$ cat src/rtl/dmem_arbiter.sv
// Arbiter sharing the single-port data memory between the CPU MEM stage and an external port.
// Optional statistics outputs are enabled by defining DMEM_ARB_STATS_EN.
module dmem_arbiter #(
  parameter int ADDR_W     = 32,
  parameter int DATA_W     = 32,
  parameter int STARVE_MAX = 4,
  parameter int BURST_MAX  = 16
) (
  input  logic              clk,
  input  logic              reset_n,
  input  logic              cpu_req,
  input  logic              cpu_we,
  input  logic [ADDR_W-1:0] cpu_addr,
  input  logic [DATA_W-1:0] cpu_wdata,
  output logic              cpu_stall,
  output logic [DATA_W-1:0] cpu_rdata,
  output logic              cpu_rvalid,
  input  logic              ext_req,
  input  logic              ext_we,
  input  logic              ext_lock,
  input  logic [ADDR_W-1:0] ext_addr,
  input  logic [DATA_W-1:0] ext_wdata,
  output logic              ext_gnt,
  output logic [DATA_W-1:0] ext_rdata,
  output logic              ext_rvalid,
  output logic [ADDR_W-1:0] mem_addr,
  output logic [DATA_W-1:0] mem_wdata,
  output logic              mem_read,
  output logic              mem_write,
  input  logic [DATA_W-1:0] mem_rdata
`ifdef DMEM_ARB_STATS_EN
  ,
  output logic [31:0]       stat_cpu_stall_cnt,
  output logic [31:0]       stat_ext_grant_cnt
`endif
);

  localparam int SW = $clog2(STARVE_MAX + 1);
  localparam int BW = $clog2(BURST_MAX + 1);
  localparam logic [SW-1:0] STARVE_LIM = SW'(STARVE_MAX);
  localparam logic [BW-1:0] BURST_LIM  = BW'(BURST_MAX);

  typedef enum logic {
    S_CPU       = 1'b0,
    S_EXT_BURST = 1'b1
  } state_t;

  state_t      r_state;
  state_t      w_state_nxt;
  logic [SW-1:0] r_starve_cnt;
  logic [SW-1:0] w_starve_nxt;
  logic [BW-1:0] r_burst_cnt;
  logic [BW-1:0] w_burst_nxt;
  logic          w_cpu_win;
  logic          w_ext_win;

  logic [DATA_W-1:0] r_cpu_rdata;
  logic [DATA_W-1:0] r_ext_rdata;
  logic              r_cpu_rvalid;
  logic              r_ext_rvalid;

  always_ff @(posedge clk) begin
    if (!reset_n) begin
      r_state      <= S_CPU;
      r_starve_cnt <= '0;
      r_burst_cnt  <= '0;
    end else begin
      r_state      <= w_state_nxt;
      r_starve_cnt <= w_starve_nxt;
      r_burst_cnt  <= w_burst_nxt;
    end
  end

  // CPU holds fixed priority in S_CPU until the external port has starved long enough.
  always_comb begin
    w_cpu_win   = 1'b0;
    w_ext_win   = 1'b0;
    w_state_nxt = r_state;
    w_burst_nxt = r_burst_cnt;
    case (r_state)
      S_CPU: begin
        if (cpu_req && (r_starve_cnt < STARVE_LIM)) begin
          w_cpu_win = 1'b1;
        end else if (ext_req) begin
          w_ext_win = 1'b1;
        end
        if (w_ext_win && ext_lock) begin
          w_state_nxt = S_EXT_BURST;
          w_burst_nxt = BW'(1);
        end
      end
      S_EXT_BURST: begin
        w_ext_win = ext_req;
        if (!ext_lock || (r_burst_cnt == BURST_LIM)) begin
          w_state_nxt = S_CPU;
          w_burst_nxt = '0;
        end else begin
          w_burst_nxt = r_burst_cnt + 1'b1;
        end
      end
      default: begin
        w_state_nxt = S_CPU;
        w_burst_nxt = '0;
      end
    endcase
  end

  always_comb begin
    w_starve_nxt = '0;
    if (ext_req && !w_ext_win) begin
      w_starve_nxt = (r_starve_cnt < STARVE_LIM) ? r_starve_cnt + 1'b1 : r_starve_cnt;
    end
  end

  always_comb begin
    mem_addr  = '0;
    mem_wdata = '0;
    mem_read  = 1'b0;
    mem_write = 1'b0;
    if (w_cpu_win) begin
      mem_addr  = cpu_addr;
      mem_wdata = cpu_wdata;
      mem_read  = ~cpu_we;
      mem_write = cpu_we;
    end else if (w_ext_win) begin
      mem_addr  = ext_addr;
      mem_wdata = ext_wdata;
      mem_read  = ~ext_we;
      mem_write = ext_we;
    end
  end

  assign cpu_stall = cpu_req & ~w_cpu_win;
  assign ext_gnt   = w_ext_win;

  // Read data is captured at the grant edge; each port owns its own return register.
  always_ff @(posedge clk) begin
    if (!reset_n) begin
      r_cpu_rdata  <= '0;
      r_ext_rdata  <= '0;
      r_cpu_rvalid <= 1'b0;
      r_ext_rvalid <= 1'b0;
    end else begin
      r_cpu_rvalid <= w_cpu_win & ~cpu_we;
      r_ext_rvalid <= w_ext_win & ~ext_we;
      if (w_cpu_win && !cpu_we) begin
        r_cpu_rdata <= mem_rdata;
      end
      if (w_ext_win && !ext_we) begin
        r_ext_rdata <= mem_rdata;
      end
    end
  end

  assign cpu_rdata  = r_cpu_rdata;
  assign cpu_rvalid = r_cpu_rvalid;
  assign ext_rdata  = r_ext_rdata;
  assign ext_rvalid = r_ext_rvalid;

`ifdef DMEM_ARB_STATS_EN
  logic [31:0] r_stat_cpu_stall_cnt;
  logic [31:0] r_stat_ext_grant_cnt;

  always_ff @(posedge clk) begin
    if (!reset_n) begin
      r_stat_cpu_stall_cnt <= '0;
      r_stat_ext_grant_cnt <= '0;
    end else begin
      if (cpu_stall) begin
        r_stat_cpu_stall_cnt <= r_stat_cpu_stall_cnt + 32'd1;
      end
      if (ext_gnt) begin
        r_stat_ext_grant_cnt <= r_stat_ext_grant_cnt + 32'd1;
      end
    end
  end

  assign stat_cpu_stall_cnt = r_stat_cpu_stall_cnt;
  assign stat_ext_grant_cnt = r_stat_ext_grant_cnt;
`endif

endmodule

$ cat config.mk
export PLATFORM = sky130hd
export DESIGN_NAME = dmem_arbiter
export DESIGN_NICKNAME = d
export VERILOG_FILES = /design/src/rtl/dmem_arbiter.sv
export SDC_FILE = /design/constraint.sdc
export NUM_CORES = 1
export LEC_CHECK = 0
export BUFFER_PORTS_ARGS = -buffer_cell sky130_fd_sc_hd__buf_2
export CAP_MARGIN = 20
export CORE_ASPECT_RATIO = 0.8
export CORE_MARGIN = 10
export CORE_UTILIZATION = 40
export CTS_CLUSTER_DIAMETER = 60
export CTS_CLUSTER_SIZE = 28
export DETAILED_ROUTE_END_ITERATION = 10
export PLACE_DENSITY = 0.81
export SLEW_MARGIN = 5
export SYNTH_ARGS = -nofsm -noshare
export SYNTH_HDL_FRONTEND = slang
export SYNTH_SLANG_ARGS = --single-unit
$ cat constraint.sdc
create_clock -name clk -period 1.6 [get_ports clk]
set_input_delay 0.16 -clock clk [delete_from_list [all_inputs] [get_ports clk]]
set_output_delay 0.16 -clock clk [all_outputs]
set_load 0.005 [all_outputs]
==> results of run 1 <==
## Yosys cell counts, drive strengths merged
| master | number | area (um^2) |
|---|---|---|
| and2 | 4 | 25.0 |
| buf | 25 | 135 |
| a22oi | 1 | 7.51 |
| clkbuf | 20 | 75.1 |
| mux2i | 1 | 10.0 |
| nor3 | 1 | 10.0 |
| a21oi | 2 | 10.0 |
| inv | 3 | 11.3 |
| nor3b | 2 | 31.3 |
| nor2b | 3 | 18.8 |
| a21boi | 66 | 495 |
| ha | 3 | 37.5 |
| nand3 | 3 | 15.0 |
| nor2 | 9 | 33.8 |
| nand4 | 1 | 6.26 |
| nand2b | 2 | 12.5 |
| nand2 | 259 | 972 |
| or3b | 1 | 8.76 |
| o21ai | 67 | 335 |
| o21a | 3 | 22.5 |
| nand3b | 1 | 7.51 |
| a31oi | 3 | 18.8 |
| dfxtp | 75 | 1500 |
| nand4b | 1 | 8.76 |
| xor2 | 1 | 8.76 |
## timing repair
| item | CTS | global route |
|---|---|---|
| pin swaps | 3 | 18 |
| gates cloned | 6 | 10 |
| resized for setup | 72 | 53 |
| setup endpoints to repair | 68 | 73 |
| setup buffers | 5 | 4 |
## tightest hold or removal path, delay by kind of cell
kind	cells	cell delay, ns
buffers and inverters	1	0.10
AO/OA/AOI/OAI	1	0.05
AND/OR/NAND/NOR	1	0.05
## layer usage
layer  track usage, %  up-vias  part of all wire [%]
li1                 -     2424                     -
met1             26.5     2246                    38
met4             7.46        2                   2.5
met5                0        -                 0.072
met2             40.8      225                    51
met3             7.63       29                   8.4
## layout make-up
type / instances / area (um^2) / share of cell area [%]
clock buffer: 10 / 229 / 3.54
clock inverter: 6 / 111 / 1.72
inverter: 3 / 11.3 / 0.174
multi-input combinational: 434 / 2250 / 34.8
sequential: 75 / 1500 / 23.2
tap: 115 / 144 / 2.22
timing repair buffer: 340 / 2220 / 34.3
## registers in the layout (all words and copies together), names as in the netlist
register / cells
r_state: 1
ext_rvalid: 1
cpu_rdata: 32
r_starve_cnt: 3
r_burst_cnt: 5
ext_rdata: 32
cpu_rvalid: 1
## metrics by stage
stage	TNS [ns]	setup WS, ns
2_1_floorplan	0	0.186
3_3_place_gp	0	0.152
3_5_place_dp	0	0.118
4_1_cts	-5.76	-0.117
5_1_grt	-12.59	-0.202
6_report	-6.26	-0.133
## cells by family (layout without fill, tap and decap cells)
logic type | Yosys count | after routing
buffers and inverters | 48 | 359
AO/OA/AOI/OAI | 142 | 142
XOR/XNOR | 1 | 1
flip-flops | 75 | 75
adder cells (fa/ha/maj) | 3 | 3
multiplexers | 1 | 1
AND/OR/NAND/NOR | 287 | 287
## how the worst min path moves through the flow
stage | from | endpoint | slack (ns) | cells after the start
after global routing | mem_rdata[3] | ext_rdata[3] | 0.08 | 3
after CTS | mem_rdata[5] | cpu_rdata[5] | 0.07 | 3
final | mem_rdata[5] | cpu_rdata[5] | 0.08 | 3
after global placement | mem_rdata[28] | ext_rdata[28] | 0.41 | 3
after floorplan | mem_rdata[15] | cpu_rdata[15] | 0.29 | 2
after detailed placement | mem_rdata[5] | cpu_rdata[5] | 0.42 | 3
## cell usage in the layout, fill, tap and decap left out, types with 9 or more instances in the layout
master,count
sky130_fd_sc_hd__clkbuf_16,17
sky130_fd_sc_hd__nor2_1,9
sky130_fd_sc_hd__a21boi_0,11
sky130_fd_sc_hd__o21ai_1,57
sky130_fd_sc_hd__nand2_1,238
sky130_fd_sc_hd__buf_2,301
sky130_fd_sc_hd__a21boi_1,53
sky130_fd_sc_hd__dfxtp_1,73
sky130_fd_sc_hd__nand2_2,13
## power groups by stage
| stage | Sequential (mW) | Combinational (mW) | Clock [mW] |
|---|---|---|---|
| finish | 1.98 | 1.26 | 2.28 |
| CTS | 1.98 | 1.12 | 2.33 |
| detailed placement | 2.02 | 0.979 | 0 |
| global route | 1.99 | 1.37 | 2.41 |
| floorplan | 2.02 | 0.410 | 0 |
| global placement | 2.01 | 0.970 | 0 |
==> Flow_metrics.wiki, run 1 <==
{| class="wikitable"
! Metric !! Value
|-
| Relative area change from synthesis to final layout || 69.4%
|-
| Maximum VDD drop || 0.549 mV
|-
| Hold-fix buffers, CTS || 0
|-
| Post-route core utilization || a little over two thirds
|-
| Fill count || slightly below 800
|-
| Crit path launch || r_state
|-
| RSZ-0062 raised after global routing || yes
|-
| Setup Viol. Count Final || 78
|-
| Worst-case clock skew || around 0.0093 ns
|-
| Design area || ~6500 um^2
|-
| Post-synthesis area per instance || about 7 um^2
|-
| Clock tree root buffer cell || sky130_fd_sc_hd__clkbuf_16
|-
| Post-detailed-route wirelength per cell || around 18 um
|-
| Maximum fanout encountered on the critical timing path || 11
|-
| Last weighted congestion value of the routability-driven placer || 0.878
|-
| Remaining DRCs || 0
|-
| Die outline area || 13,900 um^2
|-
| Int Pwr || roughly 4.1 mW
|-
| Smallest setup slack after layout || -0.133 ns
|-
| Type of the worst setup path || flop to primary output
|-
| ANT cells || 0
|-
| Number of hold-slack violations in the final timing report || 0
|-
| 1st-pass router iterations || 5
|-
| CP top delay family || buffers and inverters
|-
| Count of cell types in the netlist || 29
|-
| YS warnings || 0
|-
| Sort of element at the end of the critical path || primary output
|-
| Number of placement rows || 31
|-
| Adder-cell share of the synthesized area || less than 1%
|-
| Area of the core || roughly 9200 um^2
|-
| Post-layout min period || approximately 1.7 ns
|-
| Startpoint types || flop
|-
| Share of synthesized area spent on multiplexers || 0.262%
|-
| Buffers on Ports || 300
|-
| Highest achievable clock rate || about 580 MHz
|-
| Worst path arrival time || 1.57 ns
|-
| Number of H-tree levels || 3
|-
| Total global-route track usage || 23.4%
|-
| Post-synthesis share of cell area spent on xor and xnor gates || less than 1%
|-
| Drt total wl || between 15,000 and 20,000 um
|-
| Non-filler cells in the finished layout || approximately 1,000
|-
| Normalized max-slew margin || between 70 and 80%
|-
| FF+latch count, synth || between 70 and 80
|-
| CTS Buf Count || 9
|-
| Number of logic stages on the critical path including buffering || 7
|-
| Die outline width || between 100 and 150 um
|-
| Number of pins with negative max-slew slack in the final report || 0
|-
| Layout cell share with drive strength beyond 1 || between 40% and 50%
|-
| ANT nets after route || 0
|-
| Cell count after synthesis || approximately 560
|-
| Maximum capacitance violations || 0
|-
| Number of primary I/O pins || between 300 and 400
|-
| Summed instance area of the synthesized netlist || 3820 um^2
|-
| Cell breakdown of the critical path || nor3b_4 > buf_6 > buf_12 > buf_16 > nand2_1 > o21ai_1 > buf_2
|-
| Simple-gate share of the synthesized area || between 30% and 40%
|-
| Switching Share || 25.5%
|-
| Synth Net Count || between 700 and 800
|-
| Instance area after placement || between 5000 and 6000 um^2
|-
| Switching power summed over all nets || roughly 1.4 mW
|-
| Clock group share of total power || about two fifths
|-
| Post-Route Hold Slack || ~0.08 ns
|-
| Final layout net count || around 1,000
|-
| Total power divided by cell area || 854 nW/um^2
|-
| Initial Util || 41.5%
|-
| Violations in the final reports || setup timing
|-
| Clock sink count || between 70 and 80
|-
| Termination of the worst setup path || mem_addr[8]
|-
| Initial antenna violation count || 1
|-
| CTS tree || built
|-
| Buffers plus inverters on the worst setup path || 4
|-
| Floorplan die height || 107 um
|-
| Worst-case reg-to-reg path depth || 9
|-
| Average via count per standard cell || 5.01
|-
| Slew of the pin with the lowest slew margin || between 0.4 and 0.5 ns
|-
| Highest cell delay on the worst timing path || 0.33 ns
|-
| Clock Tree Buf Depth || 2
|-
| Data required time at the worst endpoint || around 1.4 ns
|-
| Maximum number of pins on one net before global-route repair || just under 70
|-
| Critical Path Slowest Stage Cell || sky130_fd_sc_hd__dfxtp_2
|-
| Overall overflow remaining after global route || 0
|-
| Status || finished with violations
|-
| Number of placed instances, taps included || ~940
|-
| Slack of the worst reg-to-reg path || -0.01 ns
|-
| Comb pwr share || 22.9%
|-
| Vias post-DR || just under 5,000
|-
| Wire length of the first global-routing pass || 25,900 um
|-
| Share of synthesized area occupied by flip-flops and latches || slightly below 40%
|-
| Sequential fraction of design power || 35.8%
|-
| Clock Latency Late Sink || 0.32 ns
|-
| Total chip power || around 5.5 mW
|-
| Combinational family with the most area after synthesis || simple AND/OR/NAND/NOR gates
|-
| Reg-to-reg startpoint || r_starve_cnt[2]
|-
| Register clock-pin slew on the reported worst setup and hold paths || roughly 0.06 ns
|-
| DR iter-0 viols || approximately 370
|-
| Detailed placer's ending HPWL || approximately 13,000 um
|-
| Vias in the first global route || about 4,600
|-
| Worst R2R End || ext_rdata[2]
|-
| Compound-cell area share of the yosys netlist || roughly a quarter
|-
| Kind of path behind the tightest hold check || primary input to flop
|-
| Final period utilization || 108%
|-
| Leakage component of the power || 3.29 nW
|}
No activity file was read; power rests on OpenSTA's default activity.
==> run 2: changes to the inputs <==
- CORE_ASPECT_RATIO: 0.8 -> unset
==> Flow_metrics.wiki, run 2 (synthesis gave the netlist of run 1 again) <==
{| class="wikitable"
! Metric !! Value
|-
| Status || finished with violations
|-
| Violations in the final reports || setup timing
|-
| Maximum VDD drop || 0.414 mV (-25%)
|-
| RSZ-0062 raised after global routing || yes
|-
| Number of H-tree levels || 3 (unchanged)
|-
| Final period utilization || 116% (+7.7 points)
|-
| Post-layout min period || 1.86 ns (+0.122 ns)
|-
| Layout cell share with drive strength beyond 1 || 47.8% (+2.6 points)
|-
| ANT nets after route || 0 (unchanged)
|-
| Floorplan die height || 118 um (+9.6%)
|-
| Number of placement rows || 35 (+13%)
|-
| Data required time at the worst endpoint || 1.44 ns (about the same)
|-
| Cell breakdown of the critical path || nor3b_4 > buf_4 > buf_6 > or3b_4 > buf_12 > nand2_2 > buf_2
|-
| DR iter-0 viols || 383 (+3.8%)
|-
| Clock tree root buffer cell || sky130_fd_sc_hd__clkbuf_8
|-
| Setup Viol. Count Final || 97 (+24%)
|-
| Smallest setup slack after layout || -0.256 ns (-0.122 ns)
|-
| Overall overflow remaining after global route || 0 (unchanged)
|-
| Instance area after placement || 5560 um^2 (+1.6%)
|-
| Top library cells by usage in the layout, fill and taps aside || sky130_fd_sc_hd__buf_2 (299), sky130_fd_sc_hd__nand2_1 (231), sky130_fd_sc_hd__dfxtp_1 (73)
|-
| Remaining DRCs || 0 (unchanged)
|-
| Register clock-pin slew on the reported worst setup and hold paths || 0.08 ns (+0.02 ns)
|-
| Type of the worst setup path || flop to primary output
|-
| Post-detailed-route wirelength per cell || 18.3 um (-0.75%)
|-
| Placement-stage worst setup slack || 0.0522 ns (-0.0654 ns)
|-
| Normalized max-slew margin || 78.9% (+6.8 points)
|-
| Worst Hold Launch || mem_rdata[24]
|-
| Wire length of the first global-routing pass || 26,200 um (+1.2%)
|-
| Leakage component of the power || 3.27 nW (-0.67%)
|-
| CTS tree || built
|-
| Kind of path behind the tightest hold check || primary input to flop
|-
| Total global-route track usage || 23.1% (-0.25 points)
|-
| Initial antenna violation count || 6 (+5)
|-
| Sort of element at the end of the critical path || primary output
|-
| Maximum fanout encountered on the critical timing path || 3 (-8)
|-
| Die outline area || 13,900 um^2 (-0.18%)
|-
| Worst path arrival time || 1.70 ns (+0.13 ns)
|-
| Number of primary I/O pins || 301 (unchanged)
|-
| Post-Route Hold Slack || 0.0619 ns (-0.0184 ns)
|-
| Maximum number of pins on one net before global-route repair || 45 (-35%)
|-
| Worst R2R End || ext_rdata[31]
|-
| Hold path depth || 3 (unchanged)
|-
| 1st-pass router iterations || 5 (unchanged)
|-
| Maximum capacitance violations || 0 (unchanged)
|-
| Number of placed instances, taps included || 965 (+2.3%)
|-
| Number of hold-slack violations in the final timing report || 0 (unchanged)
|-
| Clock Latency Late Sink || 0.34 ns (+0.02 ns)
|-
| Vias post-DR || 4,992 (+1.3%)
|-
| Commonest non-fill, non-tap cell in the layout || sky130_fd_sc_hd__buf_2
|-
| Total power divided by cell area || 745 nW/um^2 (-13%)
|-
| Number of pins with negative max-slew slack in the final report || 0 (unchanged)
|-
| Worst-case clock skew || 0.00569 ns (-0.00365 ns)
|-
| Initial Util || 41.1% (-0.41 points)
|-
| CTS Buf Count || 9 (unchanged)
|-
| Buffers on Ports || 300 (unchanged)
|-
| Hold path endpoint || cpu_rdata[24]
|-
| Die outline width || 118 um (-8.9%)
|-
| Worst-case reg-to-reg path depth || 10 (+1)
|-
| Detailed placer's ending HPWL || 13,600 um (+4.5%)
|-
| Reg-to-reg startpoint || r_state
|-
| Design area || 6460 um^2 (-0.12%)
|-
| Highest achievable clock rate || 539 MHz (-6.6%)
|-
| Slew of the pin with the lowest slew margin || 0.314 ns (-0.103 ns)
|-
| Last weighted congestion value of the routability-driven placer || 0.966 (+10%)
|-
| Drt total wl || 18,600 um (+2.1%)
|-
| Crit path launch || r_state
|-
| Highest cell delay on the worst timing path || 0.39 ns (+0.06 ns)
|-
| Startpoint types || flop
|-
| Clock Tree Buf Depth || 2 (unchanged)
|-
| Post-route core utilization || 69.6% (-0.77 points)
|-
| Number of logic stages on the critical path including buffering || 7 (unchanged)
|-
| Final layout net count || 1,042 (+0.87%)
|-
| Area of the core || 9280 um^2 (+0.99%)
|-
| Average via count per standard cell || 4.94 (-1.5%)
|-
| Slack of the worst reg-to-reg path || -0.15 ns (-0.14 ns)
|-
| Relative area change from synthesis to final layout || 69.2%
|-
| CP top delay family || simple AND/OR/NAND/NOR gates
|-
| Buffers plus inverters on the worst setup path || 4 (unchanged)
|-
| Vias in the first global route || 4,756 (+2.6%)
|-
| Critical Path Slowest Stage Cell || sky130_fd_sc_hd__or3b_4
|-
| Clock sink count || 75 (unchanged)
|-
| Non-filler cells in the finished layout || 1,011 (+2.8%)
|}
## run 2: cell types whose count changed in the layout (fill, tap and decap cells not counted), moves of 4 or more
cell / before / now
sky130_fd_sc_hd__diode_2: 0 / 5
sky130_fd_sc_hd__nand2_2: 13 / 19
sky130_fd_sc_hd__buf_4: 8 / 16
sky130_fd_sc_hd__nand2_1: 238 / 231
sky130_fd_sc_hd__clkbuf_8: 0 / 9
sky130_fd_sc_hd__o21ai_1: 57 / 37
sky130_fd_sc_hd__o21ai_0: 4 / 15
sky130_fd_sc_hd__o21ai_2: 6 / 15
sky130_fd_sc_hd__a21boi_1: 53 / 49
sky130_fd_sc_hd__clkbuf_16: 17 / 8
sky130_fd_sc_hd__buf_6: 6 / 10
## run 2: tightest hold or removal path, cell delays in order
cell and delay [ns]:
sky130_fd_sc_hd__buf_2 0.10, sky130_fd_sc_hd__nand2_1 0.05, sky130_fd_sc_hd__a21boi_1 0.05
## run 2: timing repair
item | in CTS | in global routing
hold buffers | 0 | 0
setup endpoints to repair | 67 | 82
gates resized for setup | 39 | 106
setup buffers | 8 | 8
pin swaps | 3 | 22
cloned | 4 | 8
## run 2: power breakdown
group          internal, mW  switching (mW)
clock                 0.881           0.691
sequential             1.94          0.0363
combinational         0.640           0.629
total                  3.46            1.36
## run 2: worst max path at each step
stage | end
after floorplan | mem_write
after global placement | mem_addr[9]
after detailed placement | mem_addr[12]
after CTS | mem_addr[12]
after global routing | mem_addr[10]
final | mem_read
## run 2: metal layers
metal | global-route usage [%] | part of all wire, % | up-vias
met1 | 25.1 | 35 | 2222
met4 | 7.81 | 3.0 | 2
met2 | 38.5 | 49 | 288
met5 | 0 | 0.038 | -
li1 | - | - | 2440
met3 | 11.3 | 13 | 40
## run 2: layout make-up
type                            instances  area, um^2
Sequential cell                        75        1500
Clock inverter                          6        90.1
Timing Repair Buffer                  349        2250
Tap cell                              129         161
Antenna cell                            5        12.5
Multi-Input combinational cell        434        2310
Inverter                                3        11.3
Clock buffer                           10         128
Fill cell                             796        2820
## run 2: metrics by stage
stage | power, mW | setup TNS [ns]
floorplan | 2.43 | 0
global placement | 3.01 | 0
detailed placement | 3.03 | 0
CTS | 4.69 | -9.72
global route | 5.05 | -21.57
finish | 4.82 | -13.95
==> run 3: changes to the inputs <==
- CTS_BUF_LIST: unset -> sky130_fd_sc_hd__clkbuf_16
==> Flow_metrics.wiki, run 3 (synthesis gave the netlist of run 1 again) <==
{| class="wikitable"
! Metric !! Value
|-
| Status || finished with violations
|-
| Violations in the final reports || setup timing
|-
| Wire length of the first global-routing pass || 26,300 um (+0.24%)
|-
| Clock group share of total power || 38.8% (+6.2 points)
|-
| Average via count per standard cell || 5.00 (+1.3%)
|-
| Normalized max-slew margin || 82.5% (+3.6 points)
|-
| Maximum fanout encountered on the critical timing path || 7 (+4)
|-
| 1st-pass router iterations || 5 (unchanged)
|-
| Post-layout min period || 1.83 ns (-0.0252 ns)
|-
| Clock Tree Buf Depth || 2 (unchanged)
|-
| Number of pins with negative max-slew slack in the final report || 0 (unchanged)
|-
| Design area || 6790 um^2 (+5.0%)
|-
| Maximum capacitance violations || 0 (unchanged)
|-
| Vias in the first global route || 4,806 (+1.1%)
|-
| Number of hold-slack violations in the final timing report || 0 (unchanged)
|-
| Worst-case clock skew || 0.00464 ns (-0.00105 ns)
|-
| Layout cell share with drive strength beyond 1 || 52.1% (+4.3 points)
|-
| Clock sink count || 75 (unchanged)
|-
| ANT nets after route || 0 (unchanged)
|-
| Type of the worst setup path || flop to primary output
|-
| Clock tree root buffer cell || sky130_fd_sc_hd__clkbuf_16
|-
| Maximum VDD drop || 0.538 mV (+30%)
|-
| Kind of path behind the tightest hold check || primary input to flop
|-
| Startpoint types || flop
|-
| Non-filler cells in the finished layout || 1,013 (+0.20%)
|-
| Die outline width || 118 um (unchanged)
|-
| Placement-stage worst setup slack || 0.0522 ns (unchanged)
|-
| DR iter-0 viols || 398 (+3.9%)
|-
| RSZ-0062 raised after global routing || yes
|-
| Worst path arrival time || 1.67 ns (-0.03 ns)
|-
| Die outline area || 13,900 um^2 (unchanged)
|-
| Post-detailed-route wirelength per cell || 18.5 um (+1.1%)
|-
| Drt total wl || 18,800 um (+1.3%)
|-
| Final period utilization || 114% (-1.6 points)
|-
| Reg-to-reg startpoint || r_starve_cnt[2]
|-
| Worst-case reg-to-reg path depth || 9 (-1)
|-
| Leakage component of the power || 3.41 nW (+4.2%)
|-
| Post-route core utilization || 73.1% (+3.5 points)
|-
| CTS tree || built
|-
| Remaining DRCs || 0 (unchanged)
|-
| Register clock-pin slew on the reported worst setup and hold paths || 0.06 ns (-0.02 ns)
|-
| Switching power summed over all nets || 1.47 mW (+8.4%)
|-
| Worst R2R End || ext_rdata[6]
|-
| Final layout net count || 1,043 (+0.096%)
|-
| Data required time at the worst endpoint || 1.44 ns (about the same)
|-
| Total global-route track usage || 23.2% (about the same)
|-
| Number of placement rows || 35 (unchanged)
|-
| Last weighted congestion value of the routability-driven placer || 0.966 (unchanged)
|-
| Smallest setup slack after layout || -0.230 ns (+0.0252 ns)
|-
| Setup Viol. Count Final || 88 (-9.3%)
|-
| Commonest non-fill, non-tap cell in the layout || sky130_fd_sc_hd__buf_2
|-
| Switching Share || 26.9% (-1.2 points)
|-
| Highest achievable clock rate || 546 MHz (+1.4%)
|-
| Number of placed instances, taps included || 965 (unchanged)
|-
| Detailed placer's ending HPWL || 13,600 um (unchanged)
|-
| Instance area after placement || 5560 um^2 (unchanged)
|-
| Slew of the pin with the lowest slew margin || 0.262 ns (-0.0525 ns)
|-
| Clock Latency Late Sink || 0.33 ns (about the same)
|-
| Top library cells by usage in the layout, fill and taps aside || sky130_fd_sc_hd__buf_2 (298), sky130_fd_sc_hd__nand2_1 (201), sky130_fd_sc_hd__dfxtp_1 (73)
|-
| Number of H-tree levels || 3 (unchanged)
|-
| Overall overflow remaining after global route || 0 (unchanged)
|-
| Sequential fraction of design power || 36.2% (-4.8 points)
|-
| Slack of the worst reg-to-reg path || -0.06 ns (+0.09 ns)
|-
| Buffers on Ports || 300 (unchanged)
|-
| Number of primary I/O pins || 301 (unchanged)
|-
| Total power divided by cell area || 805 nW/um^2 (+8.0%)
|-
| Area of the core || 9280 um^2 (unchanged)
|-
| Maximum number of pins on one net before global-route repair || 45 (unchanged)
|-
| Termination of the worst setup path || mem_addr[10]
|-
| Crit path launch || r_starve_cnt[2]
|-
| CTS Buf Count || 9 (unchanged)
|-
| Post-Route Hold Slack || 0.0758 ns (+0.0139 ns)
|-
| Sort of element at the end of the critical path || primary output
|-
| Comb pwr share || 24.9% (-1.4 points)
|-
| Initial Util || 41.1% (unchanged)
|-
| Relative area change from synthesis to final layout || 77.7%
|-
| Initial antenna violation count || 8 (+2)
|-
| Int Pwr || 3.99 mW (+15%)
|-
| Vias post-DR || 5,067 (+1.5%)
|-
| Floorplan die height || 118 um (unchanged)
|}
[run 3: changes by cell type in the layout (fill, tap and decap cells not counted), sizes merged]
| cell | before | now |
|---|---|---|
| inv | 3 | 4 |
| diode | 5 | 6 |
[run 3: worst max-delay path, stage by stage (launching register included)]
cell                        delay (ns)
sky130_fd_sc_hd__dfxtp_2          0.33
sky130_fd_sc_hd__nor3b_4          0.22
sky130_fd_sc_hd__buf_6            0.20
sky130_fd_sc_hd__clkbuf_16        0.18
sky130_fd_sc_hd__buf_8            0.12
sky130_fd_sc_hd__nand2_2          0.05
sky130_fd_sc_hd__o21ai_1          0.08
sky130_fd_sc_hd__buf_2            0.15
[run 3: cell type report]
class	instances	area, um^2
repair buffers	350	2310
fillers	781	2500
well taps	129	161
inverters	3	11.3
clock buffers	9	225
flip-flops and latches	75	1500
multi-input cells	434	2460
clock inverters	7	93.8
diodes	6	15.0
[run 3: metal layers]
layer  global-route usage, %  vias to the layer above  wire, um
met5                       0                        -        21
met4                    7.88                        4       632
met3                    11.1                       40      2150
met2                    39.0                      258      9370
met1                    24.8                     2320      6610
li1                        -                     2445         -
[run 3: stage by stage]
| stage | setup TNS [ns] | power (mW) |
|---|---|---|
| after floorplan | 0 | 2.43 |
| after global placement | 0 | 3.01 |
| after detailed placement | 0 | 3.03 |
| after CTS | -8.91 | 5.26 |
| after global routing | -17.10 | 5.69 |
| final | -11.29 | 5.46 |
[run 3: timing repair]
| action | 4_1_cts | 5_1_grt |
|---|---|---|
| hold buffers | 0 | 0 |
| setup buffers | 9 | 4 |
| setup endpoints to repair | 67 | 85 |
| resized for setup | 50 | 151 |
| pin swaps | 5 | 45 |
| hold endpoints to repair | 0 | 0 |
| gates cloned | 5 | 11 |
[run 3: worst min path at each step]
stage	from	endpoint	slack [ns]	cells after the start
finish	mem_rdata[23]	cpu_rdata[23]	0.08	3
global route	mem_rdata[18]	ext_rdata[18]	0.08	3
CTS	mem_rdata[23]	cpu_rdata[23]	0.07	3
detailed placement	mem_rdata[31]	cpu_rdata[31]	0.42	3
global placement	mem_rdata[27]	ext_rdata[27]	0.41	3
floorplan	mem_rdata[15]	cpu_rdata[15]	0.29	2
[run 3: power groups by stage]
stage / logic (mW) / registers, mW / clock network, mW
6_report: 1.36 / 1.98 / 2.12
5_1_grt: 1.47 / 1.99 / 2.24
4_1_cts: 1.13 / 1.98 / 2.15
3_5_place_dp: 1.01 / 2.02 / 0
3_3_place_gp: 1.00 / 2.01 / 0
2_1_floorplan: 0.410 / 2.02 / 0
